## src/rtl/avg_sample_uart_tx.sv

```systemverilog
// Buffers filtered samples captured on strobe rising edges and sends each one
// as two UART 8N1 frames: {4'hA, upper bits} then the low byte.
module avg_sample_uart_tx #(
  parameter int DATA_W       = 10,
  parameter int FIFO_DEPTH   = 4,
  parameter int CLKS_PER_BIT = 104
) (
  input  logic                          clk,
  input  logic                          rst,
  input  logic [DATA_W-1:0]             sample_in,
  input  logic                          sample_strobe,
  output logic                          tx,
  output logic                          busy,
  output logic                          overflow,
  output logic [$clog2(FIFO_DEPTH):0]   fifo_level
);

  localparam int AW = $clog2(FIFO_DEPTH);
  localparam int CW = $clog2(CLKS_PER_BIT);

  typedef enum logic [1:0] {S_IDLE, S_START, S_DATA, S_STOP} state_t;

  state_t                 state_q, state_d;
  logic [CW-1:0]          baud_q, baud_d;
  logic [2:0]             bit_q, bit_d;
  logic [7:0]             shreg_q, shreg_d;
  logic                   byte1_q, byte1_d;
  logic [DATA_W-1:0]      hold_q, hold_d;
  logic                   tx_q, tx_d;
  logic [AW-1:0]          wr_q, wr_d, rd_q, rd_d;
  logic [AW:0]            level_q, level_d;
  logic                   ovf_q, ovf_d;
  logic                   stb_dly_q, stb_dly_d;
  logic [DATA_W-1:0]      mem_q [FIFO_DEPTH];
  logic [DATA_W-1:0]      mem_d [FIFO_DEPTH];

  logic capture, empty, full, pop, push, baud_end;

  function automatic logic [7:0] hi_byte(input logic [DATA_W-1:0] s);
    return {4'hA, 4'(s >> 8)};
  endfunction

  assign capture  = sample_strobe & ~stb_dly_q;
  assign empty    = (level_q == '0);
  assign full     = (level_q == (AW+1)'(FIFO_DEPTH));
  assign baud_end = (baud_q == CW'(CLKS_PER_BIT - 1));

  always_comb begin
    state_d = state_q;
    baud_d  = baud_q;
    bit_d   = bit_q;
    shreg_d = shreg_q;
    byte1_d = byte1_q;
    hold_d  = hold_q;
    tx_d    = tx_q;
    pop     = 1'b0;
    case (state_q)
      S_IDLE: begin
        tx_d = 1'b1;
        if (!empty) pop = 1'b1;
      end
      S_START: begin
        baud_d = baud_q + 1'b1;
        if (baud_end) begin
          baud_d  = '0;
          bit_d   = '0;
          state_d = S_DATA;
          tx_d    = shreg_q[0];
        end
      end
      S_DATA: begin
        baud_d = baud_q + 1'b1;
        if (baud_end) begin
          baud_d = '0;
          if (bit_q == 3'd7) begin
            state_d = S_STOP;
            tx_d    = 1'b1;
          end else begin
            bit_d   = bit_q + 1'b1;
            shreg_d = {1'b0, shreg_q[7:1]};
            tx_d    = shreg_q[1];
          end
        end
      end
      S_STOP: begin
        baud_d = baud_q + 1'b1;
        if (baud_end) begin
          baud_d = '0;
          if (!byte1_q) begin
            shreg_d = 8'(hold_q);
            byte1_d = 1'b1;
            state_d = S_START;
            tx_d    = 1'b0;
          end else if (!empty) begin
            pop = 1'b1;
          end else begin
            state_d = S_IDLE;
          end
        end
      end
      default: state_d = S_IDLE;
    endcase
    // Next sample's header byte goes straight into START, no idle gap.
    if (pop) begin
      hold_d  = mem_q[rd_q];
      shreg_d = hi_byte(mem_q[rd_q]);
      byte1_d = 1'b0;
      baud_d  = '0;
      state_d = S_START;
      tx_d    = 1'b0;
    end
  end

  always_comb begin
    mem_d     = mem_q;
    wr_d      = wr_q;
    rd_d      = rd_q;
    stb_dly_d = sample_strobe;
    // A full FIFO still accepts a write when the same edge pops an entry.
    push      = capture & (~full | pop);
    ovf_d     = ovf_q | (capture & full & ~pop);
    if (push) begin
      mem_d[wr_q] = sample_in;
      wr_d        = wr_q + 1'b1;
    end
    if (pop) rd_d = rd_q + 1'b1;
    level_d = level_q + (AW+1)'(push) - (AW+1)'(pop);
  end

  always_ff @(posedge clk) begin
    if (rst) begin
      state_q   <= S_IDLE;
      baud_q    <= '0;
      bit_q     <= '0;
      shreg_q   <= '0;
      byte1_q   <= 1'b0;
      hold_q    <= '0;
      tx_q      <= 1'b1;
      wr_q      <= '0;
      rd_q      <= '0;
      level_q   <= '0;
      ovf_q     <= 1'b0;
      stb_dly_q <= 1'b1;
    end else begin
      state_q   <= state_d;
      baud_q    <= baud_d;
      bit_q     <= bit_d;
      shreg_q   <= shreg_d;
      byte1_q   <= byte1_d;
      hold_q    <= hold_d;
      tx_q      <= tx_d;
      wr_q      <= wr_d;
      rd_q      <= rd_d;
      level_q   <= level_d;
      ovf_q     <= ovf_d;
      stb_dly_q <= stb_dly_d;
    end
    mem_q <= mem_d;
  end

  assign tx         = tx_q;
  assign busy       = (state_q != S_IDLE) | (level_q != '0);
  assign overflow   = ovf_q;
  assign fifo_level = level_q;

endmodule

```

## config.mk

```make
export PLATFORM = sky130hd
export DESIGN_NAME = avg_sample_uart_tx
export DESIGN_NICKNAME = d
export VERILOG_FILES = /design/src/rtl/avg_sample_uart_tx.sv
export SDC_FILE = /design/constraint.sdc
export NUM_CORES = 1
export LEC_CHECK = 0
export ABC_AREA = 1
export CORE_AREA = 4 4 83 85
export CTS_CLUSTER_DIAMETER = 80
export DETAILED_ROUTE_END_ITERATION = 16
export DIE_AREA = 0 0 87 89
export GPL_TIMING_DRIVEN = 0
export PLACE_DENSITY = 0.76
export SLEW_MARGIN = 20
export SYNTH_ARGS = -nofsm -noshare
export SYNTH_HDL_FRONTEND = slang
export SYNTH_SLANG_ARGS = --single-unit
```

## constraint.sdc

```tcl
create_clock -name clk -period 3.8 [get_ports clk]
set_clock_uncertainty 0.1 [all_clocks]
set_input_delay 1.14 -clock clk [delete_from_list [all_inputs] [get_ports clk]]
set_output_delay 1.14 -clock clk [all_outputs]
set_load 0.02 [all_outputs]
```

# After elaboration in Yosys (flattened, before gate mapping)

Cells that the tools add are included.

Register bits: 79
Input bits: 13
Output and inout port bits: 6

Add/sub/neg operators: 6
Order comparisons: 3
Equal/unequal tests: 20
Mux-type cells: 36
Bitwise logic cells: 12
Reductions and logical operators: 19

Operators by type and width:

| kind                  | count |
|---|---|
| $bwmux W40            | 1 |
| $mux W8               | 5 |
| $mux W10              | 3 |
| $ne A3 B3 Y1 const B  | 7 |
| $bmux W10 S2          | 1 |
| $demux W10 S2         | 1 |
| $pmux W8 S2           | 1 |
| $mux W2               | 6 |
| $ne A2 B2 Y1 const B  | 6 |
| $reduce_and A6 Y1     | 2 |
| $mux W1               | 10 |
| $reduce_and A5 Y1     | 2 |
| $mux W3               | 3 |
| $reduce_bool A3 Y1    | 3 |
| $reduce_and A4 Y1     | 2 |
| $add A7 B1 Y7 const B | 1 |
| $eq A7 B7 Y1 const B  | 1 |
| $mux W7               | 1 |
| $eq A3 B3 Y1 const B  | 2 |
| $ge A3 B3 Y1 const B  | 2 |
| $not A2 Y3            | 2 |
| $pmux W2 S3           | 1 |
| $pmux W3 S2           | 1 |
| $reduce_bool A2 Y1    | 3 |
| other kinds (20)      | 29 |

# Depth between registers and ports, before layout

Depth after elaboration: 9
Gate-level depth with buffers: 16
Depth with buffers taken out: 16

# Least setup slack after synthesis

Ideal clock, no wire load.

Kind: input-to-reg
Start: input sample_strobe
End: register level_q[2] (netlist: fifo_level[2])
Arrival time: 2755 ps
Required time: 3570 ps
Path slack: 815 ps
Stages on the path: 11
Buffers on the path: 0
Path through: inv_1 -> nor2_1 -> nand2_1 -> ha_1 -> inv_1 -> ha_1 -> inv_1 -> fa_1 -> xor2_1 -> o21ai_0 -> a21oi_1

Word-level cells in the longest chain between the ends: 4

RTL lines:

| what                 | line | source |
|---|---|---|
| from (decl)          | 11   | `input logic sample_strobe,` |
| $and A1 B1 Y1        | 43   | `assign capture = sample_strobe & ~stb_dly_q;` |
| $and A1 B1 Y1        | 120  | `push = capture & (~full \| pop);` |
| $add A3 B1 Y3        | 127  | `level_d = level_q + (AW+1)'(push) - (AW+1)'(pop);` |
| $sub A3 B1 Y3        | 127  |  |
| to (signal assigned) | 154  | `level_q <= level_d;` |
| to (decl)            | 31   | `logic [AW:0] level_q, level_d;` |

No other way between the ends.
A chain may end at the register's enable or synchronous reset.

# Worst setup path in the final report

Same ends and word-level chain as after synthesis.

==> metrics.txt <==
hold buffers post-CTS 0; die width 87 µm; Worst Tran Pin Value approximately 1 ns; Net Sw Frac 0.3701; Tmin final 3.279 ns; crit path launch sample_strobe; root buffer cell clkbuf_8; status finished clean; routability congestion estimate from global placement 0.8449; Post-Syn Area 3500 µm²; GRT met3 Usage 0.03871; Rows 29; HPWL Detailed 4831 µm; Post-CTS Setup Bufs 0; drt total wl 6989 µm; # diodes 0; RSZ-0062 raised after global routing no; final hold vios 0; GRT busiest layer met2; CP max FO 6; RR Startpoint state_q[1]; Seq. cell area approximately 2000 µm²; Reg power frac 0.389; Worst Hold Class reg -> reg; CTS tree yes; CTS Buffer Depth 2; cell count after synthesis 379; arrival time at the worst endpoint 3.42 ns; Core Area 6205 µm²; GRT overflow 0; Req. time, crit path 3.95 ns; via count 2600; dominant synthesized flop cell edfxtp_1; pin count of the biggest net entering global routing 15; initial antenna violation count 0; PD cells 686.4 nW/µm²; Clock Latency Late Sink 0.35 ns; Ys Warns 0; Final Cycle Share 0.8629; Relative slew margins 0.3254; FMAX about 0.30 GHz; PortBufs 18; Slew Limit Fails 0; Cell variety after synth 33; CTS clk-pin slew, worst paths 0.09 ns; M2 GR Usage 0.3402; P&R area growth vs syn 14.19%; internal power 1.728 mW; share of layout cells above drive strength 1 0.07748; Ports 19; final-stage net count 436; FF+latch count, synth 79; sequential area share after synthesis 0.5663; post-synthesis async set-or-reset flop share 0; FILL cells 531; syn_nets 407; Die H between 80 and 90 µm; Peak VDD IR 0.3839 mV; Routed WL per cell 14.26 µm; Leak Pwr 1.558 nW; met1 Use GR 0.2267; GRT Total Usage 0.1922; vias in the first global route roughly 2500; H-tree depth 3; Psw 1.015 mW; Hold Startpoint hold_q[1]; Critical Path Source Type input pin; area of the multi-input gates 1282 µm²; PostCTS Resize Cnt 0; clk sinks 79; syn avg cell area 9.234 µm²; Final Power between 2 and 3 mW; MaxCap Viol Count 0; Crit Path Class in -> reg; combinational group share of total power 0.363; Post-synth EDFFs 40; Final Setup Violations 0; setup_tns 0 ns; Clk network pwr share 0.249; Initial Util 0.5640; post-DR vias/cell 5.306; CTS buffer count 9; Pre-Repair DR Iteration Count 4; starting DRC count in detailed routing approximately 130; FF-to-FF setup slack 0.82 ns; Setup crit end kind flop; global-route wire length before repair 11300 µm; die area 7743 µm²; Antenna Violating Nets Remaining 0; number of remaining DRC errors 0
## cell families (layout without fill, tap and decap cells)
| family | after synthesis | after routing | synth area share |
|---|---|---|---|
| XOR/XNOR | 5 | 5 | 0.01251 |
| multiplexers | 1 | 1 | 0.002860 |
| flip-flops | 79 | 79 | 0.5663 |
| adder cells (fa/ha/maj) | 15 | 15 | 0.05577 |
| buffers and inverters | 56 | 90 | 0.06721 |
| AO/OA/AOI/OAI | 71 | 71 | 0.1083 |
| AND/OR/NAND/NOR | 152 | 152 | 0.1870 |
## worst paths after layout
kind                    to  cells past startpoint
min reg2reg      hold_q[1]                      2
min              hold_q[1]                      2
max reg2reg  fifo_level[2]                     16
max          fifo_level[2]                     12
## flip-flops by register name, indices dropped and copies added (netlist names)
register	flops
bit_q	3
overflow	1
byte1_q	1
state_q	2
mem_q	40
fifo_level	3
wr_q	2
hold_q	8
rd_q	2
shreg_q	8
stb_dly_q	1
tx	1
baud_q	7
## power groups by stage
stage                     Sequential, mW  Clock [mW]  Combinational (mW)
after floorplan                     1.09           0               0.708
after global placement              1.08           0               0.960
after detailed placement            1.08           0               0.991
after CTS                           1.07       0.691                1.00
after global routing                1.08       0.729                1.13
final                               1.07       0.682               0.994
## layout make-up
cell class                 count  share of cell area
sequential                    79              0.4959
multi-input combinational    244              0.3209
timing repair buffer          18             0.04508
inverter                      42             0.03945
clock buffer                  10             0.03193
tap                           77             0.02411
clock inverter                 6             0.02317
buffer                        14             0.01941
## cells in the final DEF, fill, tap and decap left out, types with 2 or more instances in the layout
master and count:
a21oi_1 17, buf_1 2, buf_6 3, bufinv_16 2, clkbuf_1 8, clkbuf_8 9, clkdlybuf4s50_1 18, clkinvlp_4 2
dfxtp_1 39, edfxtp_1 40, ha_1 14, inv_1 39, inv_2 3, nand2_1 52, nand2_2 3, nand3_1 25
nand4_1 3, nor2_1 57, nor2_2 3, nor3_1 4, o21ai_0 38, o21ai_1 2, o22ai_1 10, xor2_1 5
## stage by stage
stage	instances	utilization	hold slack [ns]	setup WS, ns	area (µm²)
6_report	490	0.6441	0.3534	0.5208	3996
5_1_grt	490	0.6441	0.3884	0.3160	3996
4_1_cts	490	0.6441	0.3563	0.5365	3996
3_5_place_dp	474	0.6086	0.3444	0.1876	3776
3_3_place_gp	474	0.6086	0.3428	0.2169	3776
2_1_floorplan	379	-	0.3289	0.8151	3500
## synth_stat cells, types with 2 or more instances
cell / instances / area (µm²)
nor2_1: 57 / 214.0
nand2_1: 52 / 195.2
edfxtp_1: 40 / 1201
dfxtp_1: 39 / 780.8
inv_1: 39 / 146.4
o21ai_0: 38 / 190.2
nand3_1: 25 / 125.1
a21oi_1: 17 / 85.08
ha_1: 14 / 175.2
o22ai_1: 10 / 62.56
clkbuf_1: 7 / 26.28
xor2_1: 5 / 43.79
nor3_1: 4 / 20.02
buf_6: 3 / 33.78
inv_2: 3 / 11.26
nand2_2: 3 / 18.77
nand4_1: 3 / 18.77
nor2_2: 3 / 18.77
buf_1: 2 / 7.510
o21ai_1: 2 / 10.01
## critical path: stages
cell and delay (ns):
clkdlybuf4s50_1 0.45, inv_1 0.05, nor2_1 0.26, nand2_1 0.22
ha_1 0.32, inv_1 0.06, ha_1 0.13, inv_1 0.05
fa_1 0.38, xor2_1 0.17, o21ai_0 0.15, a21oi_1 0.06
## routing by layer
metal	up-vias	part of all wire
met1	1214	0.44
met5	-	0
met3	12	0.035
met2	50	0.51
met4	0	0.017
li1	1324	-
Power figures use the tool's default switching activity.
